==> config.mk <==
export PLATFORM = sky130hd
export DESIGN_NAME = motor_pwm_ctrl_flat
export DESIGN_NICKNAME = d
export VERILOG_FILES = /design/src/rtl/motor_pwm_ctrl_pkg.sv /design/src/rtl/motor_pwm_ctrl_if.sv /design/src/rtl/motor_pwm_channel.sv /design/src/rtl/motor_pwm_ctrl.sv /design/src/flat_wrapper.sv
export SDC_FILE = /design/constraint.sdc
export NUM_CORES = 1
export LEC_CHECK = 0
export CAP_MARGIN = 20
export CORE_UTILIZATION = 62
export CTS_CLUSTER_SIZE = 20
export DETAILED_ROUTE_END_ITERATION = 6
export GPL_TIMING_DRIVEN = 0
export PLACE_DENSITY = 0.83
export SYNTH_ARGS = -nofsm -noshare
export SYNTH_HDL_FRONTEND = slang
export SYNTH_SLANG_ARGS = --single-unit
==> constraint.sdc <==
create_clock -name clk_in -period 5.2 [get_ports clk_in]
set_input_delay 0.52 -clock clk_in [delete_from_list [all_inputs] [get_ports clk_in]]
set_output_delay 0.52 -clock clk_in [all_outputs]
set_load 0.1 [all_outputs]
==> src/rtl/motor_pwm_ctrl_pkg.sv <==
// motor_pkg: shared types and constants for the H-bridge PWM motor controller.
//   ch_state_t : per-channel reversal state (RUN / DECEL / DEAD)
//   DIR_FWD/DIR_REV : direction encoding of dir_in and the latched direction
package motor_pkg;

    typedef enum logic [1:0] {
        RUN   = 2'd0,
        DECEL = 2'd1,
        DEAD  = 2'd2
    } ch_state_t;

    localparam logic DIR_FWD = 1'b0;
    localparam logic DIR_REV = 1'b1;

endpackage

==> src/rtl/motor_pwm_ctrl_if.sv <==
// motor_pwm_ctrl_if: bundles the per-channel command inputs and the driver
// outputs of motor_pwm_ctrl.
//   level_in        : NUM_CH*DUTY_W target duty, channel i at [i*DUTY_W +: DUTY_W]
//   dir_in          : requested direction per channel (0 fwd, 1 rev)
//   brake_in        : brake request per channel (MOTOR_BRAKE_EN builds only)
//   pwm_out         : [2i] forward leg, [2i+1] reverse leg of channel i
//   at_target_out   : channel running at its target duty
//   period_tick_out : pulse on the last clock of each PWM period
// master = command source, slave = the controller.
interface motor_pwm_ctrl_if #(
    parameter int NUM_CH = 2,
    parameter int DUTY_W = 8
);
    logic [NUM_CH*DUTY_W-1:0] level_in;
    logic [NUM_CH-1:0]        dir_in;
    logic [NUM_CH-1:0]        brake_in;
    logic [2*NUM_CH-1:0]      pwm_out;
    logic [NUM_CH-1:0]        at_target_out;
    logic                     period_tick_out;

    modport master (
        output level_in, dir_in, brake_in,
        input  pwm_out, at_target_out, period_tick_out
    );

    modport slave (
        input  level_in, dir_in, brake_in,
        output pwm_out, at_target_out, period_tick_out
    );
endinterface

==> src/rtl/motor_pwm_channel.sv <==
// motor_pwm_channel: one H-bridge channel. Slews the applied duty toward the
// target once per PWM period, walks reversals through DECEL and DEAD, and
// produces the registered leg pair from the shared counter.
//   clk_i, rst_n_i : clock, async active-low reset
//   cnt_i, tick_i  : shared PWM counter and end-of-period tick
//   level_i, dir_i : target duty and requested direction
//   brake_i        : brake request (present only with MOTOR_BRAKE_EN)
//   pwm_o          : [0] forward leg, [1] reverse leg
//   at_target_o    : RUN with applied duty equal to target
// Optional feature macro: MOTOR_BRAKE_EN.
module motor_pwm_channel
    import motor_pkg::*;
#(
    parameter int DUTY_W       = 8,
    parameter int RAMP_STEP    = 16,
    parameter int DEAD_PERIODS = 2
) (
    input  logic              clk_i,
    input  logic              rst_n_i,
    input  logic [DUTY_W-1:0] cnt_i,
    input  logic              tick_i,
    input  logic [DUTY_W-1:0] level_i,
    input  logic              dir_i,
`ifdef MOTOR_BRAKE_EN
    input  logic              brake_i,
`endif
    output logic [1:0]        pwm_o,
    output logic              at_target_o
);

    localparam int DMAX = (1 << DUTY_W) - 1;
    localparam int STEP = (RAMP_STEP > DMAX) ? DMAX : RAMP_STEP;
    localparam int DC_W = $clog2(DEAD_PERIODS + 1);

    localparam logic [DUTY_W:0]   STEP_X = (DUTY_W + 1)'(STEP);
    localparam logic [DUTY_W-1:0] STEP_N = DUTY_W'(STEP);

    ch_state_t         state_q, state_d;
    logic [DUTY_W-1:0] cur_q, cur_d;
    logic              dir_q, dir_d;
    logic [DC_W-1:0]   dead_q, dead_d;
    logic              at_q, at_d;
    logic [1:0]        pwm_q, pwm_d;
`ifdef MOTOR_BRAKE_EN
    // Set while braking; the first tick after release re-latches dir_i.
    logic              brk_q, brk_d;
`endif

    logic [DUTY_W-1:0] eff_tgt, ramp_nxt;
    logic [DUTY_W:0]   cur_x, tgt_x, up_x, dn_lim_x;

    // Ramp in DUTY_W+1 bits so cur+STEP cannot wrap past full scale.
    always_comb begin
        eff_tgt  = (state_q == DECEL) ? '0 : level_i;
        cur_x    = {1'b0, cur_q};
        tgt_x    = {1'b0, eff_tgt};
        up_x     = cur_x + STEP_X;
        dn_lim_x = tgt_x + STEP_X;
        if (RAMP_STEP == 0)
            ramp_nxt = eff_tgt;
        else if (cur_x < tgt_x)
            ramp_nxt = (up_x > tgt_x) ? eff_tgt : up_x[DUTY_W-1:0];
        else if (cur_x > tgt_x)
            ramp_nxt = (cur_x > dn_lim_x) ? (cur_q - STEP_N) : eff_tgt;
        else
            ramp_nxt = cur_q;
    end

    // Next state. On the tick that first sees a reversal the applied duty is
    // held: the flip wins over any simultaneous level change.
    always_comb begin
        state_d = state_q;
        cur_d   = cur_q;
        dir_d   = dir_q;
        dead_d  = dead_q;
        at_d    = at_q;
`ifdef MOTOR_BRAKE_EN
        brk_d   = brk_q;
        if (brake_i) begin
            state_d = RUN;
            cur_d   = '0;
            dead_d  = '0;
            at_d    = 1'b0;
            brk_d   = 1'b1;
        end else if (tick_i && brk_q) begin
            brk_d = 1'b0;
            dir_d = dir_i;
            cur_d = ramp_nxt;
            at_d  = (ramp_nxt == level_i);
        end else
`endif
        if (tick_i) begin
            unique case (state_q)
                RUN: begin
                    if (dir_i != dir_q) begin
                        if (cur_q == '0) begin
                            state_d = DEAD;
                            dead_d  = DC_W'(DEAD_PERIODS);
                        end else begin
                            state_d = DECEL;
                        end
                    end else begin
                        cur_d = ramp_nxt;
                    end
                end
                DECEL: begin
                    cur_d = ramp_nxt;
                    if (dir_i == dir_q) begin
                        state_d = RUN;
                    end else if (ramp_nxt == '0) begin
                        state_d = DEAD;
                        dead_d  = DC_W'(DEAD_PERIODS);
                    end
                end
                DEAD: begin
                    dead_d = dead_q - 1'b1;
                    if (dead_q == DC_W'(1)) begin
                        state_d = RUN;
                        dir_d   = dir_i;
                        cur_d   = '0;
                    end
                end
                default: state_d = RUN;
            endcase
            at_d = (state_d == RUN) && (cur_d == level_i);
        end
    end

    // Leg mux: compare drives only the leg of the latched direction.
    always_comb begin
        pwm_d = 2'b00;
        if (state_q != DEAD) begin
            if (dir_q == DIR_REV) pwm_d[1] = (cnt_i < cur_q);
            else                  pwm_d[0] = (cnt_i < cur_q);
        end
`ifdef MOTOR_BRAKE_EN
        if (brake_i) pwm_d = 2'b11;
`endif
    end

    always_ff @(posedge clk_i or negedge rst_n_i) begin
        if (!rst_n_i) begin
            state_q <= RUN;
            cur_q   <= '0;
            dir_q   <= DIR_FWD;
            dead_q  <= '0;
            at_q    <= 1'b0;
            pwm_q   <= 2'b00;
`ifdef MOTOR_BRAKE_EN
            brk_q   <= 1'b0;
`endif
        end else begin
            state_q <= state_d;
            cur_q   <= cur_d;
            dir_q   <= dir_d;
            dead_q  <= dead_d;
            at_q    <= at_d;
            pwm_q   <= pwm_d;
`ifdef MOTOR_BRAKE_EN
            brk_q   <= brk_d;
`endif
        end
    end

    assign pwm_o       = pwm_q;
    assign at_target_o = at_q;

endmodule

==> src/rtl/motor_pwm_ctrl.sv <==
// motor_pwm_ctrl: N-channel H-bridge PWM controller. Holds the shared
// prescaler and PWM counter and instantiates one motor_pwm_channel per motor.
//   clk_in, rst_n_in : clock, async active-low reset
//   bus (slave)      : level_in/dir_in/brake_in in, pwm_out/at_target_out/
//                      period_tick_out out
// Optional feature macro: MOTOR_BRAKE_EN (brake_in drives both legs high).
module motor_pwm_ctrl
    import motor_pkg::*;
#(
    parameter int NUM_CH       = 2,
    parameter int DUTY_W       = 8,
    parameter int PRESCALE     = 1,
    parameter int RAMP_STEP    = 16,
    parameter int DEAD_PERIODS = 2
) (
    input  logic           clk_in,
    input  logic           rst_n_in,
    motor_pwm_ctrl_if.slave bus
);

    localparam int CNT_MAX = (1 << DUTY_W) - 2;
    localparam int PS_W    = (PRESCALE > 1) ? $clog2(PRESCALE) : 1;

    logic [PS_W-1:0]   presc_q, presc_d;
    logic [DUTY_W-1:0] cnt_q, cnt_d;
    logic              presc_wrap, tick;

    logic [NUM_CH-1:0][1:0] pwm_w;
    logic [NUM_CH-1:0]      at_w;

    assign presc_wrap = (presc_q == PS_W'(PRESCALE - 1));
    assign tick       = presc_wrap && (cnt_q == DUTY_W'(CNT_MAX));

    always_comb begin
        presc_d = presc_wrap ? '0 : presc_q + 1'b1;
        cnt_d   = cnt_q;
        if (presc_wrap)
            cnt_d = (cnt_q == DUTY_W'(CNT_MAX)) ? '0 : cnt_q + 1'b1;
    end

    always_ff @(posedge clk_in or negedge rst_n_in) begin
        if (!rst_n_in) begin
            presc_q <= '0;
            cnt_q   <= '0;
        end else begin
            presc_q <= presc_d;
            cnt_q   <= cnt_d;
        end
    end

    for (genvar g = 0; g < NUM_CH; g++) begin : g_ch
        motor_pwm_channel #(
            .DUTY_W      (DUTY_W),
            .RAMP_STEP   (RAMP_STEP),
            .DEAD_PERIODS(DEAD_PERIODS)
        ) u_ch (
            .clk_i      (clk_in),
            .rst_n_i    (rst_n_in),
            .cnt_i      (cnt_q),
            .tick_i     (tick),
            .level_i    (bus.level_in[g*DUTY_W +: DUTY_W]),
            .dir_i      (bus.dir_in[g]),
`ifdef MOTOR_BRAKE_EN
            .brake_i    (bus.brake_in[g]),
`endif
            .pwm_o      (pwm_w[g]),
            .at_target_o(at_w[g])
        );
    end

    assign bus.pwm_out         = pwm_w;
    assign bus.at_target_out   = at_w;
    assign bus.period_tick_out = tick;

endmodule

==> src/flat_wrapper.sv <==
// flat-port wrapper written by rule: the top's interface ports become plain ports
module motor_pwm_ctrl_flat import motor_pkg::*;
#(
    parameter int NUM_CH       = 2,
    parameter int DUTY_W       = 8,
    parameter int PRESCALE     = 1,
    parameter int RAMP_STEP    = 16,
    parameter int DEAD_PERIODS = 2
)
  (clk_in, rst_n_in, bus_level_in, bus_dir_in, bus_brake_in, bus_pwm_out, bus_at_target_out, bus_period_tick_out);
  motor_pwm_ctrl_if #(.NUM_CH(NUM_CH), .DUTY_W(DUTY_W)) bus_i ();
  input  logic clk_in;
  input  logic rst_n_in;
  input wire logic [$bits(bus_i.level_in)-1:0] bus_level_in;
  input wire logic [$bits(bus_i.dir_in)-1:0] bus_dir_in;
  input wire logic [$bits(bus_i.brake_in)-1:0] bus_brake_in;
  output wire logic [$bits(bus_i.pwm_out)-1:0] bus_pwm_out;
  output wire logic [$bits(bus_i.at_target_out)-1:0] bus_at_target_out;
  output wire logic [$bits(bus_i.period_tick_out)-1:0] bus_period_tick_out;
  assign bus_i.level_in = bus_level_in;
  assign bus_i.dir_in = bus_dir_in;
  assign bus_i.brake_in = bus_brake_in;
  assign bus_pwm_out = bus_i.pwm_out;
  assign bus_at_target_out = bus_i.at_target_out;
  assign bus_period_tick_out = bus_i.period_tick_out;
  motor_pwm_ctrl #(.NUM_CH(NUM_CH), .DUTY_W(DUTY_W), .PRESCALE(PRESCALE), .RAMP_STEP(RAMP_STEP), .DEAD_PERIODS(DEAD_PERIODS)) u_core (.clk_in(clk_in), .rst_n_in(rst_n_in), .bus(bus_i));
endmodule
### Word level (Yosys, flattened, before mapping)

Index checks and enable logic that the tools add are counted.

* flip-flop bits (word level): 41
* bits of input ports: 22
* output and inout port bits: 7
* logic and storage cells: 125

* add/subtract/negate cells: 10
* $lt $le $gt $ge: 10
* equal/unequal tests: 23
* muxes and demuxes: 50
* bitwise logic cells: 1
* reduce and logical (&&, ||, !) cells: 17

Operators with widths (count)
* two-way mux 8 bit: 17
* case mux 8 bit (3 select lines): 2
* two-way mux 2 bit: 22
* adder 8 x 5 -> 9 bit, second input constant: 4
* zero test 8 bit: 4
* less-than comparator 8 bit: 4
* case mux 2 bit (3 select lines): 4
* greater-than comparator 8 x 9 -> 1 bit: 2
* greater-than comparator 9 x 8 -> 1 bit: 2
* equality test 8 bit: 2
* greater-than comparator 8 bit: 2
* inequality test 2 bit, second input constant: 8
* subtractor 8 x 5 -> 8 bit, second input constant: 2
* AND reduction 6 bit: 2
* adder 8 x 1 -> 8 bit, second input constant: 1
* equality test 2 x 1 -> 1 bit, second input constant: 4
* equality test 8 bit, second input constant: 1
* zero test 2 bit: 4
* AND reduction 3 bit: 2
* nonzero test 3 bit: 2
* two-way mux 1 bit: 5
* equality test 2 bit, second input constant: 2
* inequality test 2 x 1 -> 1 bit, second input constant: 2
* subtractor 2 x 1 -> 2 bit, second input constant: 2
* other kinds (5): 9

### Depth between registers and ports, before layout

* depth after elaboration: 14
* gate-level depth with buffers: 19
* depth with buffers taken out: 17

### Modules after synthesis

A second synthesis with hierarchy kept.

* cells, all modules: 679
* area, all modules: 5210.0 µm²

By module, submodules not included
* motor_pwm_channel (u_core.g_ch[1].u_ch): times used 1, cells each 335, area an instance 2497.4 µm²
* motor_pwm_channel (u_core.g_ch[0].u_ch): times used 1, cells each 302, area an instance 2321.0 µm²
* motor_pwm_ctrl: times used 1, cells each 42, area an instance 391.6 µm²

### Worst setup path before layout

OpenSTA, ideal clock, no wires.

* kind: reg2reg
* from: register u_core.g_ch[0].u_ch.state_q[1]
* to: register u_core.g_ch[0].u_ch.dead_q[0]
* setup time: 0.128 ns
* arrival time: 3.760 ns
* required time: 5.072 ns
* slack: 1.313 ns
* cell stages (with the launch flop): 18
* period minus slack after synthesis: 3.887 ns
* path through: dfrtp_1 -> clkbuf_2 -> inv_1 -> nand2_1 -> nand2_1 -> inv_1 -> ha_1 -> xor2_1 -> ha_1 -> a21o_1 -> a211o_1 -> o211ai_4 -> mux2i_1 -> a221o_1 -> nor4_2 -> nand4_1 -> a21oi_2 -> mux2_1

* cells in the longest elaborated chain, start to end: 10

RTL lines
* start, declared: line motor_pwm_channel.sv:38 `ch_state_t state_q, state_d;`
* start signal, assigned: line motor_pwm_channel.sv:153 `state_q <= state_d;`
* equality test 2 x 1 -> 1 bit: line motor_pwm_channel.sv:54, motor_pwm_channel.sv:93
* two-way mux 8 bit: line motor_pwm_channel.sv:54 `eff_tgt = (state_q == DECEL) ? '0 : level_i;`
* adder 8 x 5 -> 9 bit: line motor_pwm_channel.sv:58 `dn_lim_x = tgt_x + STEP_X;`
* greater-than comparator 8 x 9 -> 1 bit: line motor_pwm_channel.sv:64 `ramp_nxt = (cur_x > dn_lim_x) ? (cur_q - STEP_N) : eff_tgt;`
* two-way mux 8 bit: line motor_pwm_channel.sv:64
* two-way mux 8 bit: line motor_pwm_channel.sv:63 `else if (cur_x > tgt_x)`
* two-way mux 8 bit: line motor_pwm_channel.sv:61 `else if (cur_x < tgt_x)`
* zero test 8 bit: line motor_pwm_channel.sv:110 `end else if (ramp_nxt == '0) begin`
* inequality test 2 x 1 -> 1 bit (no source line)
* AND reduction 6 bit (no source line)
* end signal, assigned: line motor_pwm_channel.sv:146 `dead_q <= '0;`
* end signal, assigned: line motor_pwm_channel.sv:156 `dead_q <= dead_d;`
* end, declared: line motor_pwm_channel.sv:41 `logic [DC_W-1:0] dead_q, dead_d;`

Several ways; a longest one is shown, not always the timed one.
A chain may end at the register's enable or synchronous reset.

### Worst setup path after layout

Ends and elaborated chain as after synthesis.

==> run_results.csv <==
group,metric,value,unit
route,antenna_violating_nets_post_route,0,
run_status,status,"complete, no violations",
global_routing,grt_overflow_total,0,
global_routing,largest_net_degree_at_the_start_of_global_routing,40,
critical_path,crit_path_arrival_time,4750,ps
cells_and_area,antenna_cells_inserted,0,
cells_and_area,final_util,0.707,
route,route.final.wire_length,14100,um
timing,final-hold-violation-count,0,
timing,min_period_over_period,0.878,
die,start_util,0.640,
clocking,cts_root_buf,"clkbuf_8",
synthesis,synth.largest_area_cell,"dfrtp_1",
synthesis,synth.most_common_cell,"nand2_1",
synthesis,synthesis.area_per_instance,7.93,um^2
timing,final-setup-viol-count,0,
route,post-route-drc-count,0,
route,detail_route.first_pass.iterations,5,
die,floorplan_core_area,0.00773,mm^2
critical_path,category_of_cells_accounting_for_the_largest_share_of_critical_path_delay,"compound AO/OA/AOI/OAI gates",
pwr,power-per-cell-area,140,mW/mm^2
placed_design,gp_congestion,1.00,
job,maxcap_viol_count,0,
critical_path,cp-end-kind,"flip-flop",
synthesis,synth_top_area_share,0.203,
synthesis,ys.flop_type,"dfrtp_1",
timing,final_period_minus_worst_setup_slack,4570,ps
timing,final.setup.tns,0,ps
pwr,vdd_drop_max,133,uV
synthesis,synth_cell_type_count,85,
cells_and_area,final.fill_count,651,
critical_path,critical_path_peak_fanout,10,
route,dr_total_vias,5023,
global_routing,antenna_found_initial,0,
synthesis,netlist_area,0.00494,mm^2
die,chipHeight,91.3,um
synthesis,synth_cells,623,
clocking,post_cts_resize_count,0,
cells_and_area,syn2layout_area_growth,10.6,%
placed_design,dp_wirelength,10800,um
die,std_cell_rows,32,
critical_path,crit-reg2reg-capture,"u_core.g_ch[0].u_ch.dead_q[0]$_DFFE_PN0P_",
pwr,p_leak,2.46,nW
critical_path,worstRegToRegCells,17,
critical_path,critical_path.cell_chain,"clkbuf_2, inv_1, nand2_1, nand2_1, inv_1, ha_1, xor2_1, ha_1, a21o_1, a211o_1, o211ai_4, mux2i_1, a221o_1, nor4_2, nand4_1, a21oi_2, mux2_1",
timing,slew_headroom,0.347,
critical_path,critical_path.max_stage_delay,410,ps
global_routing,grt_util_all_layers,0.349,
placed_design,placed_cell_area,0.00535,mm^2
timing,fin_worst_skew,10.5,ps
critical_path,critical_path.reg2reg.startpoint,"u_core.g_ch[0].u_ch.state_q[1]$_DFFE_PN0P_",
critical_path,r2r_slack,630,ps
critical_path,worstSetupPathType,"flip-flop to flip-flop",
critical_path,worstPathRequired,5380,ps
synthesis,yosys_register_bits,40,
synthesis,synthTopCellsByArea,"dfrtp_1 (20%), ha_1 (15%), nand2_1 (5.8%), mux2i_1 (4.3%), nor2_1 (3.5%)",
timing,drv_slew,0,
min_path,timing.hold.worst_path_depth,2,
timing,worst_pin_slew,977,ps
die,fp.dieArea,0.00833,mm^2
cells_and_area,drive_above_1_share,0.0789,
clocking,cts_sinks,40,
synthesis,async_reset_ff_frac,1.00,
route,post_drt_wl_per_cell,18.5,um
timing,grt_setup_unrepaired,"no",
min_path,min-delay-path-class,"flip-flop to flip-flop",
synthesis,synth_nets,703,
clocking,tritoncts,"built",
cells_and_area,design_area,0.00547,mm^2
global_routing,grt_pass1_vias,4916,
global_routing,grt_first_pass_wirelength,23300,um
clocking,cts_buffers,5,
pwr,power,0.767,mW
critical_path,worst_setup_start_kind,"flip-flop",
die,floorplan.die.width,91.3,um
critical_path,crit_path_top_delay_cell,"a221o_1",
min_path,min_to,"u_core.g_ch[0].u_ch.at_target_o$_DFFE_PN0P_",
clocking,cts_h_tree_lvls,2,
route,first_iter_violations,280,
route,vias_per_cell,6.60,
clocking,insertion_delay,310,ps
clocking,cts.path.max_buffers,2,
clocking,path_clk_slew,80,ps
placed_design,numPortBuffers,26,
synthesis,synth-edff-count,0,
die,io-pin-count,29,
synthesis,yosys_warnings,0,
min_path,hold_start,"u_core.g_ch[0].u_ch.at_target_o$_DFFE_PN0P_",
timing,clock.fmax,219,MHz
clocking,postCtsSetupRepairBufs,0,
synthesis,ys_seq_area_frac,0.203,
cells_and_area,layout.nets,738,
critical_path,worst-path-buf-inv,3,
synthesis,synthTopCellsByCount,"nand2_1 (77), ha_1 (58), nor2_1 (46), dfrtp_1 (40), inv_1 (36)",
## per-stage QoR
| stage | setup WS (ps) | cells | hold slack [ps] |
|---|---|---|---|
| after CTS | 676 | 761 | 497 |
| after global routing | 314 | 761 | 537 |
| after detailed placement | 475 | 752 | 320 |
| after global placement | 538 | 751 | 470 |
| final | 633 | 761 | 496 |
| after floorplan | 1310 | 623 | 224 |
## state kept, by name, summed over array words and instances (netlist names)
name,cells
u_core.g_ch.u_ch.state_q,4
u_core.g_ch.u_ch.dead_q,4
u_core.g_ch.u_ch.at_target_o,2
u_core.g_ch.u_ch.dir_q,2
u_core.g_ch.u_ch.pwm_o,4
u_core.cnt_q,8
u_core.g_ch.u_ch.cur_q,16
## kinds of logic (layout without fill, tap and decap cells)
logic type / Yosys count / after routing / share of synthesized area
DFF: 40 / 40 / 0.203
AOI/OAI and AO/OA: 167 / 167 / 0.246
muxes: 30 / 30 / 0.0630
xor gates and xnor gates: 20 / 20 / 0.0354
buffers and inverters: 66 / 102 / 0.0585
and+or+nand+nor: 242 / 242 / 0.248
adders and majority gates: 58 / 58 / 0.147
## worst max-delay path by stage
| stage | slack (ps) | cells after the start | start | to |
|---|---|---|---|---|
| after floorplan | 1310 | 17 | u_core.g_ch[0].u_ch.state_q[1]$_DFFE_PN0P_ | u_core.g_ch[0].u_ch.dead_q[0]$_DFFE_PN0P_ |
| after global placement | 540 | 15 | bus_level_in[4] | u_core.g_ch[0].u_ch.dead_q[0]$_DFFE_PN0P_ |
| after detailed placement | 480 | 15 | bus_level_in[4] | u_core.g_ch[0].u_ch.dead_q[0]$_DFFE_PN0P_ |
| after CTS | 680 | 17 | u_core.g_ch[0].u_ch.state_q[1]$_DFFE_PN0P_ | u_core.g_ch[0].u_ch.dead_q[0]$_DFFE_PN0P_ |
| after global routing | 310 | 17 | u_core.g_ch[0].u_ch.state_q[1]$_DFFE_PN0P_ | u_core.g_ch[0].u_ch.dead_q[0]$_DFFE_PN0P_ |
| final | 630 | 17 | u_core.g_ch[0].u_ch.state_q[1]$_DFFE_PN0P_ | u_core.g_ch[0].u_ch.dead_q[0]$_DFFE_PN0P_ |
## cell usage in the layout, fill, tap and decap left out, types with 4 or more instances in the layout
master	instances
a22oi_1	4
o22ai_1	7
clkbuf_1	15
dfrtp_1	40
xnor2_1	11
ha_1	58
clkbuf_8	5
a21o_1	10
nand2b_1	12
o2111ai_1	4
buf_2	6
and2_1	11
nor2b_1	6
and3_1	6
a21boi_0	5
nor3_1	15
nand3_1	27
nand2_1	77
xor2_1	9
clkdlybuf4s50_1	25
buf_4	5
a221oi_1	4
nand4_1	10
and4_1	6
a31oi_1	6
o21ai_0	34
nor2_1	46
o31ai_1	5
mux2i_1	21
inv_1	36
mux2_2	7
a211oi_1	5
a2111oi_0	5
a21oi_1	26
## report_power, final
part / internal (mW) / switching, mW / leakage (nW)
Sequential: 0.312 / 0.00310 / 0.503
Combinational: 0.0782 / 0.109 / 1.91
Clock: 0.142 / 0.122 / 0.0541
Total: 0.532 / 0.234 / 2.46
## routing by layer
| metal | vias to the layer above | routed length [um] | GRT usage |
|---|---|---|---|
| met2 | 270 | 6700 | 0.579 |
| met3 | 55 | 1020 | 0.0494 |
| li1 | 2370 | - | - |
| met5 | - | 0 | 0 |
| met1 | 2328 | 5850 | 0.440 |
| met4 | 0 | 532 | 0.181 |
## layout make-up
cell class / count / area, um^2 / share of cell area
sequential: 40 / 1000 / 0.183
tap: 102 / 128 / 0.0233
inverter: 37 / 139 / 0.0254
clock buffer: 5 / 68.8 / 0.0126
timing repair buffer: 28 / 285 / 0.0522
clock inverter: 3 / 42.5 / 0.00778
multi-input combinational: 517 / 3650 / 0.668
buffer: 29 / 150 / 0.0275
## worst reg2reg max path, delay by kind of cell, from the launching register on
| family | cells | cell delay [ps] |
|---|---|---|
| adder cells (fa/ha/maj) | 2 | 540 |
| XOR/XNOR | 1 | 170 |
| buffers and inverters | 3 | 330 |
| multiplexers | 2 | 480 |
| AND/OR/NAND/NOR | 4 | 1070 |
| AO/OA/AOI/OAI | 5 | 1500 |
| flip-flops | 1 | 360 |
## what timing repair did
| action | CTS | global route |
|---|---|---|
| hold buffers | 1 | 0 |
| endpoints found under the setup margin | 0 | 0 |
| endpoints found under the hold margin | 1 | 0 |
Note: power is estimated with default switching activity, not from simulation.
